--- src/rtl/alu_ctrl_unit.sv ---
// Registered execute stage: opcode decode, operand-B select, add/sub ALU and flags.
// Latency: 1 cycle from a sampled in_valid to out_valid with result and flags.
// Backpressure: none; accepts a new operation every cycle, idle cycles hold the result.
module alu_ctrl_unit #(
  parameter int WIDTH = 5
) (
  input  logic             clk,
  input  logic             rst_n,
  input  logic             in_valid,
  input  logic [1:0]       opcode,
  input  logic [WIDTH-1:0] a,
  input  logic [WIDTH-1:0] b_reg,
  input  logic [WIDTH-1:0] imm,
  output logic [WIDTH-1:0] r,
  output logic             cf,
  output logic             sf,
  output logic             zf,
  output logic             gf,
  output logic             reg_en,
  output logic             out_valid
);

  // opcode[0] picks SUB over ADD, opcode[1] picks the immediate as operand B
  logic             op_sub;
  logic             imm_sel;
  logic             wb_en;
  logic [WIDTH-1:0] b_sel;
  logic [WIDTH:0]   res_ext;
  logic [WIDTH-1:0] r_next;
  logic             cf_next;
  logic             sf_next;
  logic             zf_next;
  logic             gf_next;

  // Decode, operand select and the (WIDTH+1)-bit add/sub.
  // For SUB the extra top bit of the unsigned difference is exactly the borrow (a < B).
  always_comb begin
    op_sub  = opcode[0];
    imm_sel = opcode[1];
    wb_en   = (opcode != 2'b11);  // CMPI only updates flags
    b_sel   = imm_sel ? imm : b_reg;
    if (op_sub) begin
      res_ext = {1'b0, a} - {1'b0, b_sel};
    end else begin
      res_ext = {1'b0, a} + {1'b0, b_sel};
    end
    r_next  = res_ext[WIDTH-1:0];
    cf_next = res_ext[WIDTH];
    sf_next = r_next[WIDTH-1];
    zf_next = (r_next == '0);
    gf_next = ~(zf_next | sf_next);
  end

  // Result/flag register: load on a valid op, otherwise hold data and drop the strobes.
  always_ff @(posedge clk or negedge rst_n) begin
    if (!rst_n) begin
      r         <= '0;
      cf        <= 1'b0;
      sf        <= 1'b0;
      zf        <= 1'b0;
      gf        <= 1'b0;
      reg_en    <= 1'b0;
      out_valid <= 1'b0;
    end else if (in_valid) begin
      r         <= r_next;
      cf        <= cf_next;
      sf        <= sf_next;
      zf        <= zf_next;
      gf        <= gf_next;
      reg_en    <= wb_en;
      out_valid <= 1'b1;
    end else begin
      reg_en    <= 1'b0;
      out_valid <= 1'b0;
    end
  end

endmodule

--- config.mk ---
export PLATFORM = sky130hd
export DESIGN_NAME = alu_ctrl_unit
export DESIGN_NICKNAME = d
export VERILOG_FILES = /design/src/rtl/alu_ctrl_unit.sv
export SDC_FILE = /design/constraint.sdc
export NUM_CORES = 1
export LEC_CHECK = 0
export ABC_AREA = 1
export CORE_AREA = 2 2 44 56
export CTS_CLUSTER_DIAMETER = 30
export CTS_CLUSTER_SIZE = 14
export DETAILED_ROUTE_END_ITERATION = 7
export DIE_AREA = 0 0 46 58
export PLACE_DENSITY = 0.76
export REMOVE_ABC_BUFFERS = 1
export SYNTH_ARGS = -nofsm -noshare
export SYNTH_HDL_FRONTEND = slang
export SYNTH_SLANG_ARGS = --single-unit
--- constraint.sdc ---
create_clock -name clk -period 1.4 [get_ports clk]
set_input_delay 0.14 -clock clk [delete_from_list [all_inputs] [get_ports clk]]
set_output_delay 0.14 -clock clk [all_outputs]
set_load 0.01 [all_outputs]
==> impl_results.md, run 1 <==
* Status: finished with violations
* Failing checks: negative setup slack
* Hold Crit Class: in -> async
* Clock Tree Buf Depth at 2
* Skew final at 0 ns
* F_max at 0.581 GHz
* #FFs+latches synth at 10
* CTS tree: done
* Initial antenna violation count at 0
* Clk Latency, worst-skew pair at around 0.26 ns
* CTS H-tree lvls at 1
* Slowest stage cell, crit path: ha_1
* Routed WL at between 2000 and 3000 um
* Register-to-register path setup slack at 0.70 ns
* Commonest cells in the netlist: nand2_1 (38), inv_1 (17), dfrtp_1 (10), nor2_1 (10)
* # rows at 19
* DP Area at 1270 sq um
* Slew HR at 71.4%
* Slowest Stage Delay on Critical Path at 0.32 ns
* Clock power frac at 15.2%
* RSZ-0062 raised after global routing: yes
* Post-Synthesis Cells at between 100 and 150
* Hold Fails Final Rpt at 0
* Final setup vio count at 6
* Routed length per instance at around 13 um
* # IOs at 31
* Most common cell in the netlist: nand2_1
* Fill cells at ~180
* Final std cells w/o fill at 197
* Yosys cell types at 21
* Core Area at 2140 sq um
* Post-cts hold buffer count at 0
* Max rail drop VDD at approximately 0.00037 V
* Top cell type's share of synthesized area at between 30% and 40%
* Critical path arrival at 1.92 ns
* Reg2Reg Depth at 2
* Post-route ant nets at 0
* GPL Wtd Cong at approximately 0.85
* NetSw at 0.451 mW
* Reg-to-Reg End: r[3]$_DFFE_PN0P_
* Total GRT Usage at 19.2%
* Largest net degree at the start of global routing at 11
* CP Capture Type: flip-flop
* Root Buffer: clkbuf_4
* Slew Viols, Final at 0
* Initial DRC Count at 22
* Die width at 46 um
* Layout cells sized above 1 at 44.3%
* Synthesized area per cell at ~7 sq um
* Worst slew pin tran at between 0.4 and 0.5 ns
* Synth top area cells: dfrtp_1 (30%), nand2_1 (17%), ha_1 (9.0%)
* Via density at 5.00
* Synth async-reset ratio at 100%
* Tmin final at 1.72 ns
* Clk sink count at 10
* Internal at 0.810 mW
* Power share of the sequential group at a little under 30%
* Synthesized area at just over 800 sq um
* Final net count at ~210
* Post-route cell area at 1470 sq um
* Crit path max-delay family: simple AND/OR/NAND/NOR gates
* Critical Path, Cell by Cell: buf_12 > inv_8 > nand2_4 > nand2_4 > ha_4 > o21ai_2 > a21oi_2 > a21oi_1 > ha_1 > nand2_1 > nand2_2 > inv_2 > nand2_1 > nand2_1 > nand4_1 > inv_1 > nand2_1 > nand2_1
* Die footprint at about 2700 sq um
* Most frequent CP cell: nand2_1
* Ys Warns at 0
* CP Max Fanout at 5
* Crit. path cell count at 18
* Vias in the first global route at approximately 1000
* Sequential fraction of the synthesis area at 30.2%
* Number of remaining DRC errors at 0
* # diodes at 0
* Placed Cells at 188
* Pleak at 0.762 nW
* Die Span Y at 58 um
* Final worst setup slack at -0.320 ns
* Worst-path clk slew at 0.06 ns
* Ys flop type: dfrtp_1
* Overflow left after global routing at 0
* Final worst-path cycle share at 123%
* DP Wirelength at 1750 um
* Required time worst endpoint at approximately 1.6 ns
* Comb pwr share at a little under three fifths
* Number of buffers created by CTS at 3
* Switching part of the total at 35.7%
* Startpoint class of the critical path: primary input
* FF-to-FF Start: r[3]$_DFFE_PN0P_
* Vias at 985
* Power per cell area at approximately 860 nW/um^2
* P&R area growth vs syn at 77.7%
* First-pass GRT wire length at 3750 um
* Max cap viols at 0
* Yosys top cell by area: dfrtp_1
* Initial Utilization at 38.8%
* CP bufs+invs at 4
* Drt pass-1 iters at 4
* Path type of the worst setup path: in -> reg
* PortBufs at 30
* Number of synthesized flops with an enable pin at 0
-- through the flow --
stage	hold WS [ns]	power, mW	worst slack (ns)	setup TNS [ns]	util (%)
floorplan	-0.156	0.630	-0.350	-1.78	-
global placement	0.456	0.921	-1.12	-7.27	59.5
detailed placement	0.465	0.939	-1.16	-7.79	59.5
CTS	0.198	1.19	-0.234	-1.15	65.4
global route	0.210	1.34	-0.403	-2.16	68.9
finish	0.179	1.26	-0.320	-1.55	68.9
-- layout make-up --
class	instances	area [sq um]	share of cell area, %
sequential	10	250	17.0
tap	21	26.3	1.78
multi-input combinational	90	618	41.9
clock buffer	3	22.5	1.53
timing repair buffer	54	478	32.4
inverter	19	78.8	5.35
-- power groups by stage --
| stage | logic [mW] | registers (mW) | clock network, mW |
|---|---|---|---|
| after floorplan | 0.230 | 0.400 | 0 |
| after global placement | 0.553 | 0.369 | 0 |
| after detailed placement | 0.567 | 0.372 | 0 |
| after CTS | 0.634 | 0.367 | 0.190 |
| after global routing | 0.774 | 0.372 | 0.199 |
| final | 0.703 | 0.365 | 0.192 |
-- flip-flops by register name, indices dropped and copies added, names as in the netlist --
name,count
cf,1
zf,1
r,5
reg_en,1
gf,1
out_valid,1
-- worst max path at each step --
stage | from | to | slack [ns]
2_1_floorplan | imm[0] | gf$_DFFE_PN0P_ | -0.35
3_3_place_gp | opcode[1] | zf$_DFFE_PN0P_ | -1.12
3_5_place_dp | opcode[1] | zf$_DFFE_PN0P_ | -1.16
4_1_cts | opcode[1] | cf$_DFFE_PN0P_ | -0.23
5_1_grt | imm[2] | zf$_DFFE_PN0P_ | -0.40
6_report | opcode[1] | zf$_DFFE_PN0P_ | -0.32
-- cells in the final DEF, fill, tap and decap left out, types with 3 or more instances in the layout --
| master | count |
|---|---|
| nand2_1 | 24 |
| buf_2 | 3 |
| nand2_2 | 16 |
| buf_4 | 21 |
| dlygate4sd2_1 | 4 |
| a21oi_1 | 3 |
| nand3_1 | 7 |
| dfrtp_1 | 10 |
| clkbuf_4 | 3 |
| buf_6 | 4 |
| nor2_1 | 8 |
| inv_2 | 8 |
| o21ai_0 | 4 |
| inv_1 | 9 |
| ha_1 | 4 |
| clkdlybuf4s50_1 | 19 |
| a21oi_2 | 3 |
| nand2_4 | 7 |
-- per-layer routing --
metal	GRT usage [%]	part of all wire, %
met1	16.4	30
met2	38.3	62
met3	0.935	4.3
met4	13.1	3.8
met5	0	0
-- cell families (layout without fill, tap and decap cells) --
family / count (synthesis) / count (layout) / share of synthesized area (%)
AO/OA/AOI/OAI: 13 / 13 / 8.45
flip-flops: 10 / 10 / 30.2
XOR/XNOR: 3 / 3 / 3.17
adder cells (fa/ha/maj): 7 / 7 / 11.5
AND/OR/NAND/NOR: 67 / 67 / 35.3
buffers and inverters: 21 / 76 / 11.5
-- what timing repair did --
item | 4_1_cts | 5_1_grt
resized for setup | 56 | 25
setup endpoints to repair | 8 | 6
pin swaps | 33 | 22
buffers inserted | 7 | 0
Note: power is estimated with default switching activity, not from simulation.
==> inputs of run 2 (changes only) <==
--- a/config.mk
+++ b/config.mk
@@ -6,12 +6,14 @@
 export NUM_CORES = 1
 export LEC_CHECK = 0
 export ABC_AREA = 1
-export CORE_AREA = 2 2 44 56
+export CELL_PAD_IN_SITES_DETAIL_PLACEMENT = 1
+export CELL_PAD_IN_SITES_GLOBAL_PLACEMENT = 1
+export CORE_AREA = 2 2 49 62
 export CTS_CLUSTER_DIAMETER = 30
 export CTS_CLUSTER_SIZE = 14
 export DETAILED_ROUTE_END_ITERATION = 7
-export DIE_AREA = 0 0 46 58
-export PLACE_DENSITY = 0.76
+export DIE_AREA = 0 0 51 64
+export PLACE_DENSITY = 0.85
 export REMOVE_ABC_BUFFERS = 1
 export SYNTH_ARGS = -nofsm -noshare
 export SYNTH_HDL_FRONTEND = slang
==> run 2 against run 1 <==
The flow still finishes with violations (negative setup slack). Non-clock buffer count is 1 lower. Die area rose by 22%. Core utilization fell by 8.4 points. Count of clock-buffer cells in the layout grew 1. Maximum frequency increased by 0.79%. Combinational power up 15%. Final area increased by 8.8%. Setup slack improved by 0.014 ns.
==> impl_results.md, run 2 (synthesis results as in run 1) <==
* DP Wirelength at 2270 um (+30%)
* Grt peak-use layer: met2
* Final net count at 204 (-0.49%)
* Hold Fails Final Rpt at 0 (unchanged)
* CTS H-tree lvls at 1 (unchanged)
* Critical path arrival at 1.92 ns (about the same)
* Die Span Y at 64 um (+10%)
* NetSw at 0.553 mW (+23%)
* Vias in the first global route at 1143 (+16%)
* Clk sink count at 10 (unchanged)
* Final worst-path cycle share at 122% (-0.96 points)
* # IOs at 31 (unchanged)
* Clock power frac at 19.0% (+3.8 points)
* Skew final at 0 ns (unchanged)
* Largest register FFs at 5 (unchanged)
* Core Area at 2650 sq um (+24%)
* Routed length per instance at 16.4 um (+27%)
* Hold depth at 3
* Comb pwr share at 55.6% (-0.2 points)
* Worst hold slack at 0.193 ns (+0.0137 ns)
* Final worst setup slack at -0.307 ns (+0.0135 ns)
* Path type of the worst setup path: in -> reg
* Clock Tree Buf Depth at 2 (unchanged)
* Root Buffer: clkbuf_4
* CTS tree: done
* P&R area growth vs syn at 93.4%
* Vias at 1024 (+4.0%)
* Required time worst endpoint at 1.62 ns (+0.02 ns)
* Max rail drop VDD at 0.000531 V (+45%)
* Register-to-register path setup slack at 0.65 ns (-0.05 ns)
* Drt pass-1 iters at 4 (unchanged)
* Via density at 4.88 (-2.5%)
* Power per cell area at 909 nW/um^2 (+6.3%)
* Reg2Reg Depth at 2 (unchanged)
* Initial DRC Count at 13 (-41%)
* Final setup vio count at 6 (unchanged)
* Setup_tns at -1.42 ns (+0.126 ns)
* Routed WL at 3450 um (+36%)
* First-pass GRT wire length at 4640 um (+24%)
* Post-route cell area at 1600 sq um (+8.8%)
* Final std cells w/o fill at 210 (+6.6%)
* Die footprint at 3260 sq um (+22%)
* PortBufs at 30 (unchanged)
* CP Capture Type: flip-flop
* Total GRT Usage at 18.9% (-0.31 points)
* Commonest cells after routing, fill and taps aside: nand2_1 (20), nand2_2 (19), clkdlybuf4s50_1 (19)
* Startpoint class of the critical path: primary input
* Most common cell after layout, fill and taps aside: nand2_1
* Reg-to-Reg End: r[2]$_DFFE_PN0P_
* DP Area at 1270 sq um (about the same)
* Pleak at 0.789 nW (+3.5%)
* Critical Path Sink: zf$_DFFE_PN0P_
* Initial Utilization at 31.3% (-7.5 points)
* Initial antenna violation count at 0 (unchanged)
* Failing checks: negative setup slack
* CP Max Fanout at 4 (-1)
* Number of buffers created by CTS at 3 (unchanged)
* Post-route ant nets at 0 (unchanged)
* Worst-path clk slew at 0.07 ns (about the same)
* Power share of the sequential group at 25.4% (-3.6 points)
* FF-to-FF Start: r[2]$_DFFE_PN0P_
* Layout cells sized above 1 at 52.8% (+8.5 points)
* GR Util met3 at 2.80% (+1.9 points)
* Largest net degree at the start of global routing at 11 (unchanged)
* Switching part of the total at 38.0% (+2.2 points)
* Critical path startpoint: opcode[1]
* Largest Register: r
* Number of remaining DRC errors at 0 (unchanged)
* Hold Crit Class: in -> reg
* Tmin final at 1.71 ns (-0.0135 ns)
* F_max at 0.586 GHz (+0.79%)
* Grt met2 use at 42.0% (+3.8 points)
* Slew Viols, Final at 0 (unchanged)
* Fill cells at 316 (+79%)
* Die width at 51 um (+11%)
* GPL Wtd Cong at 0.827 (-3.3%)
* RSZ-0062 raised after global routing: yes
* Clk Latency, worst-skew pair at 0.28 ns (+0.02 ns)
* Met1 GRT Util at 14.9% (-1.5 points)
* Placed Cells at 199 (+5.9%)
* Internal at 0.904 mW (+12%)
* Core Util, Final at 60.4% (-8.4 points)
* # diodes at 0 (unchanged)
* # rows at 21 (+2)
* Overflow left after global routing at 0 (unchanged)
* Worst slew pin tran at 0.506 ns (+0.0785 ns)
* Status: finished with violations
* Max cap viols at 0 (unchanged)
* Slew HR at 66.2% (-5.3 points)
[run 2: layout make-up]
type	count	area (sq um)	area share, %
multi-input combinational	90	704	43.9
clock buffer	4	36.3	2.26
tap	34	42.5	2.65
timing repair buffer	53	487	30.3
sequential	10	250	15.6
inverter	19	83.8	5.23
[run 2: worst min path at each step]
| stage | start | to | slack, ns |
|---|---|---|---|
| 2_1_floorplan | rst_n | cf$_DFFE_PN0P_ | -0.16 |
| 6_report | opcode[1] | reg_en$_DFF_PN0_ | 0.19 |
| 3_3_place_gp | r[1]$_DFFE_PN0P_ | r[1]$_DFFE_PN0P_ | 0.46 |
| 3_5_place_dp | r[1]$_DFFE_PN0P_ | r[1]$_DFFE_PN0P_ | 0.47 |
| 5_1_grt | opcode[1] | reg_en$_DFF_PN0_ | 0.19 |
| 4_1_cts | opcode[1] | reg_en$_DFF_PN0_ | 0.20 |
[run 2: per-layer routing]
metal / routed length (um) / vias up / share of wire (%)
met5: 0 / - / 0
met4: 116 / 0 / 3.4
met3: 146 / 8 / 4.2
met2: 2030 / 36 / 59
met1: 1160 / 497 / 34
li1: - / 483 / -
[run 2: repair_timing]
action / CTS / global route
hold buffers: 0 / 0
gates cloned: 0 / 0
setup endpoints to repair: 7 / 6
gates resized for setup: 57 / 48
pin swaps: 29 / 29
setup buffers: 4 / 4
[run 2: through the flow]
step / total power [mW] / setup WS, ns
2_1_floorplan: 0.630 / -0.350
3_3_place_gp: 0.921 / -1.17
5_1_grt: 1.55 / -0.382
3_5_place_dp: 0.959 / -1.27
4_1_cts: 1.29 / -0.261
6_report: 1.46 / -0.307
[run 2: worst max-delay path: stages]
cell and delay (ns):
buf_12 0.10, clkinv_8 0.06, nand2_4 0.06, nand2_4 0.06
buf_6 0.12, inv_2 0.06, ha_4 0.14, inv_2 0.05
fa_2 0.40, xnor2_1 0.34, nand4_1 0.21, inv_1 0.10
nand2_1 0.05, nand2_1 0.05
[run 2: power by group through the flow]
stage	registers (mW)	logic (mW)	clock network (mW)
2_1_floorplan	0.400	0.230	0
3_3_place_gp	0.372	0.549	0
3_5_place_dp	0.377	0.582	0
4_1_cts	0.372	0.639	0.275
5_1_grt	0.376	0.875	0.297
6_report	0.371	0.810	0.277
==> inputs of run 3 (changes only) <==
--- a/config.mk
+++ b/config.mk
@@ -8,12 +8,12 @@
 export ABC_AREA = 1
 export CELL_PAD_IN_SITES_DETAIL_PLACEMENT = 1
 export CELL_PAD_IN_SITES_GLOBAL_PLACEMENT = 1
-export CORE_AREA = 2 2 49 62
+export CORE_AREA = 2 2 51 65
 export CTS_CLUSTER_DIAMETER = 30
 export CTS_CLUSTER_SIZE = 14
 export DETAILED_ROUTE_END_ITERATION = 7
-export DIE_AREA = 0 0 51 64
-export PLACE_DENSITY = 0.85
+export DIE_AREA = 0 0 53 67
+export PLACE_DENSITY_LB_ADDON = 0.1
 export REMOVE_ABC_BUFFERS = 1
 export SYNTH_ARGS = -nofsm -noshare
 export SYNTH_HDL_FRONTEND = slang
==> constraint.sdc (replaced) <==
create_clock -name clk -period 1.59 [get_ports clk]
set_input_delay 0.159 -clock clk [delete_from_list [all_inputs] [get_ports clk]]
set_output_delay 0.159 -clock clk [all_outputs]
set_load 0.01 [all_outputs]
==> run 3 against run 2 <==
The run still ends with negative setup slack left. Sequential power is 13% lower. Via count is 6.7% lower. Core utilization is 12 points lower. Largest power group unchanged. Final area is 13% lower. Count of clock-buffer cells in the layout is 1 lower. Critical path type unchanged. First-iteration DRC count is 23% lower. Largest cell class unchanged.
==> impl_results.md, run 3 (synthesis results as in run 1) <==
* Status: finished with violations
* Failing checks: negative setup slack
* Final net count at 197 (-3.4%)
* Initial antenna violation count at 0 (unchanged)
* Clock Tree Buf Depth at 2 (unchanged)
* Crit path max-delay family: simple AND/OR/NAND/NOR gates
* # IOs at 31 (unchanged)
* Layout cells sized above 1 at 36.9% (-16 points)
* Initial DRC Count at 10 (-3)
* Storage cell area at 250 sq um (unchanged)
* Number of buffers created by CTS at 3 (unchanged)
* Worst hold slack at 0.213 ns (+0.0203 ns)
* Register-to-register path setup slack at 0.92 ns (+0.27 ns)
* RSZ-0062 raised after global routing: yes
* Root Buffer: clkbuf_4
* Critical Path, Cell by Cell: buf_12 > nand2_2 > nand2_4 > ha_4 > o21ai_2 > a21oi_1 > a21oi_1 > ha_1 > nand2_1 > nand2_1 > a21oi_2 > nand2_1 > nand2_2 > nor2_4 > nand2_1 > nand2_1
* Core Util, Final at 48.1% (-12 points)
* Most frequent CP cell: nand2_1
* Worst-path clk slew at 0.07 ns (about the same)
* F_max at 0.589 GHz
* Tmin final at 1.70 ns
* Hold Crit Class: in -> async
* Critical path arrival at 1.85 ns (-0.07 ns)
* Largest register FFs at 5 (unchanged)
* Final setup vio count at 4 (-2)
* Largest net degree at the start of global routing at 11 (unchanged)
* P&R area growth vs syn at 67.6%
* First-pass GRT wire length at 4620 um (-0.43%)
* Clk Latency, worst-skew pair at 0.26 ns (-0.02 ns)
* Power per cell area at 764 nW/um^2 (-16%)
* Routed length per instance at 13.0 um (-21%)
* Overflow left after global routing at 0 (unchanged)
* Slew Viols, Final at 0 (unchanged)
* Via density at 4.68 (-4.0%)
* Worst slew pin tran at 0.465 ns (-0.0407 ns)
* Total GRT Usage at 17.6% (-1.2 points)
* PortBufs at 30 (unchanged)
* Vias in the first global route at 1058 (-7.4%)
* Pleak at 0.712 nW (-9.7%)
* Die width at 53 um (+3.9%)
* Routed WL at 2660 um (-23%)
* Max rail drop VDD at 0.000395 V (-26%)
* Skew final at 0 ns (unchanged)
* CP bufs+invs at 1 (-5)
* # diodes at 0 (unchanged)
* Slew HR at 68.9% (+2.7 points)
* Number of remaining DRC errors at 0 (unchanged)
* Multi-input gate area at 578 sq um (-18%)
* Core Area at 2890 sq um (+8.9%)
* Slowest Stage Delay on Critical Path at 0.30 ns (-0.10 ns)
* CP Capture Type: flip-flop
* Hold Fails Final Rpt at 0 (unchanged)
* GPL Wtd Cong at 0.804 (-2.7%)
* Commonest cells after routing, fill and taps aside: nand2_1 (30), clkdlybuf4s50_1 (19), buf_4 (16)
* # rows at 22 (+4.8%)
* Path type of the worst setup path: in -> reg
* CP Max Fanout at 7 (+3)
* Drt pass-1 iters at 4 (unchanged)
* Required time worst endpoint at 1.75 ns (+0.13 ns)
* Startpoint class of the critical path: primary input
* Die Span Y at 67 um (+4.7%)
* Slowest stage cell, crit path: ha_1
* Most common cell after layout, fill and taps aside: nand2_1
* Vias at 955 (-6.7%)
* DP Wirelength at 2170 um (-4.6%)
* Setup_tns at -0.335 ns (+1.09 ns)
* Post-route ant nets at 0 (unchanged)
* Fill cells at 377 (+19%)
* Final worst setup slack at -0.107 ns (+0.199 ns)
* CTS tree: done
* Max cap viols at 0 (unchanged)
* CTS H-tree lvls at 1 (unchanged)
* Post-cts hold buffer count at 0 (unchanged)
* Final worst-path cycle share at 107%
* Clk sink count at 10 (unchanged)
* Initial Utilization at 28.7% (-2.6 points)
* Largest Register: r
* Die footprint at 3550 sq um (+8.8%)
run 3: cell count changes in the layout (fill, tap and decap cells not counted), sizes merged:
cell,previous run,this run
buf,28,21
clkbuf,6,3
clkdlybuf4s15,0,2
clkinv,2,1
inv,17,18
run 3: final timing paths:
check,start,endpoint,depth (start not counted)
max,opcode[1],gf$_DFFE_PN0P_,16
min,rst_n,r[3]$_DFFE_PN0P_,1
max reg2reg,r[3]$_DFFE_PN0P_,r[3]$_DFFE_PN0P_,2
min reg2reg,zf$_DFFE_PN0P_,zf$_DFFE_PN0P_,2
max in group asynchronous,rst_n,r[4]$_DFFE_PN0P_,1
min in group clk,opcode[1],reg_en$_DFF_PN0_,3
run 3: routing by layer:
metal	global-route usage [%]	part of all wire [%]
met2	36.1	61
met4	1.92	0.68
met1	17.8	35
met3	4.04	3.5
met5	0	0
run 3: metrics by stage:
| step | power, mW | setup WS (ns) | cell area (sq um) | std cells |
|---|---|---|---|---|
| 2_1_floorplan | 0.555 | -0.179 | 811 | 119 |
| 3_3_place_gp | 0.822 | -1.11 | 1270 | 200 |
| 3_5_place_dp | 0.841 | -1.18 | 1270 | 200 |
| 4_1_cts | 1.04 | -0.102 | 1340 | 204 |
| 5_1_grt | 1.15 | -0.219 | 1390 | 204 |
| 6_report | 1.06 | -0.107 | 1390 | 204 |
run 3: power by group:
part | switching [mW] | internal, mW | total (mW)
Combinational | 0.280 | 0.286 | 0.567
Sequential | 0.0250 | 0.299 | 0.324
Clock | 0.0842 | 0.0873 | 0.171
Total | 0.389 | 0.673 | 1.06
run 3: repair_timing:
action	4_1_cts	5_1_grt
gates resized for setup	53	14
pin swaps	32	18
endpoints found under the setup margin	7	6
setup buffers	2	0
endpoints found under the hold margin	0	0
run 3: cell type report:
class                           count  area share, %
Multi-Input combinational cell     90           41.6
Timing Repair Buffer               46           29.9
Sequential cell                    10           18.0
Inverter                           19           5.67
Tap cell                           36           3.24
Clock buffer                        3           1.62
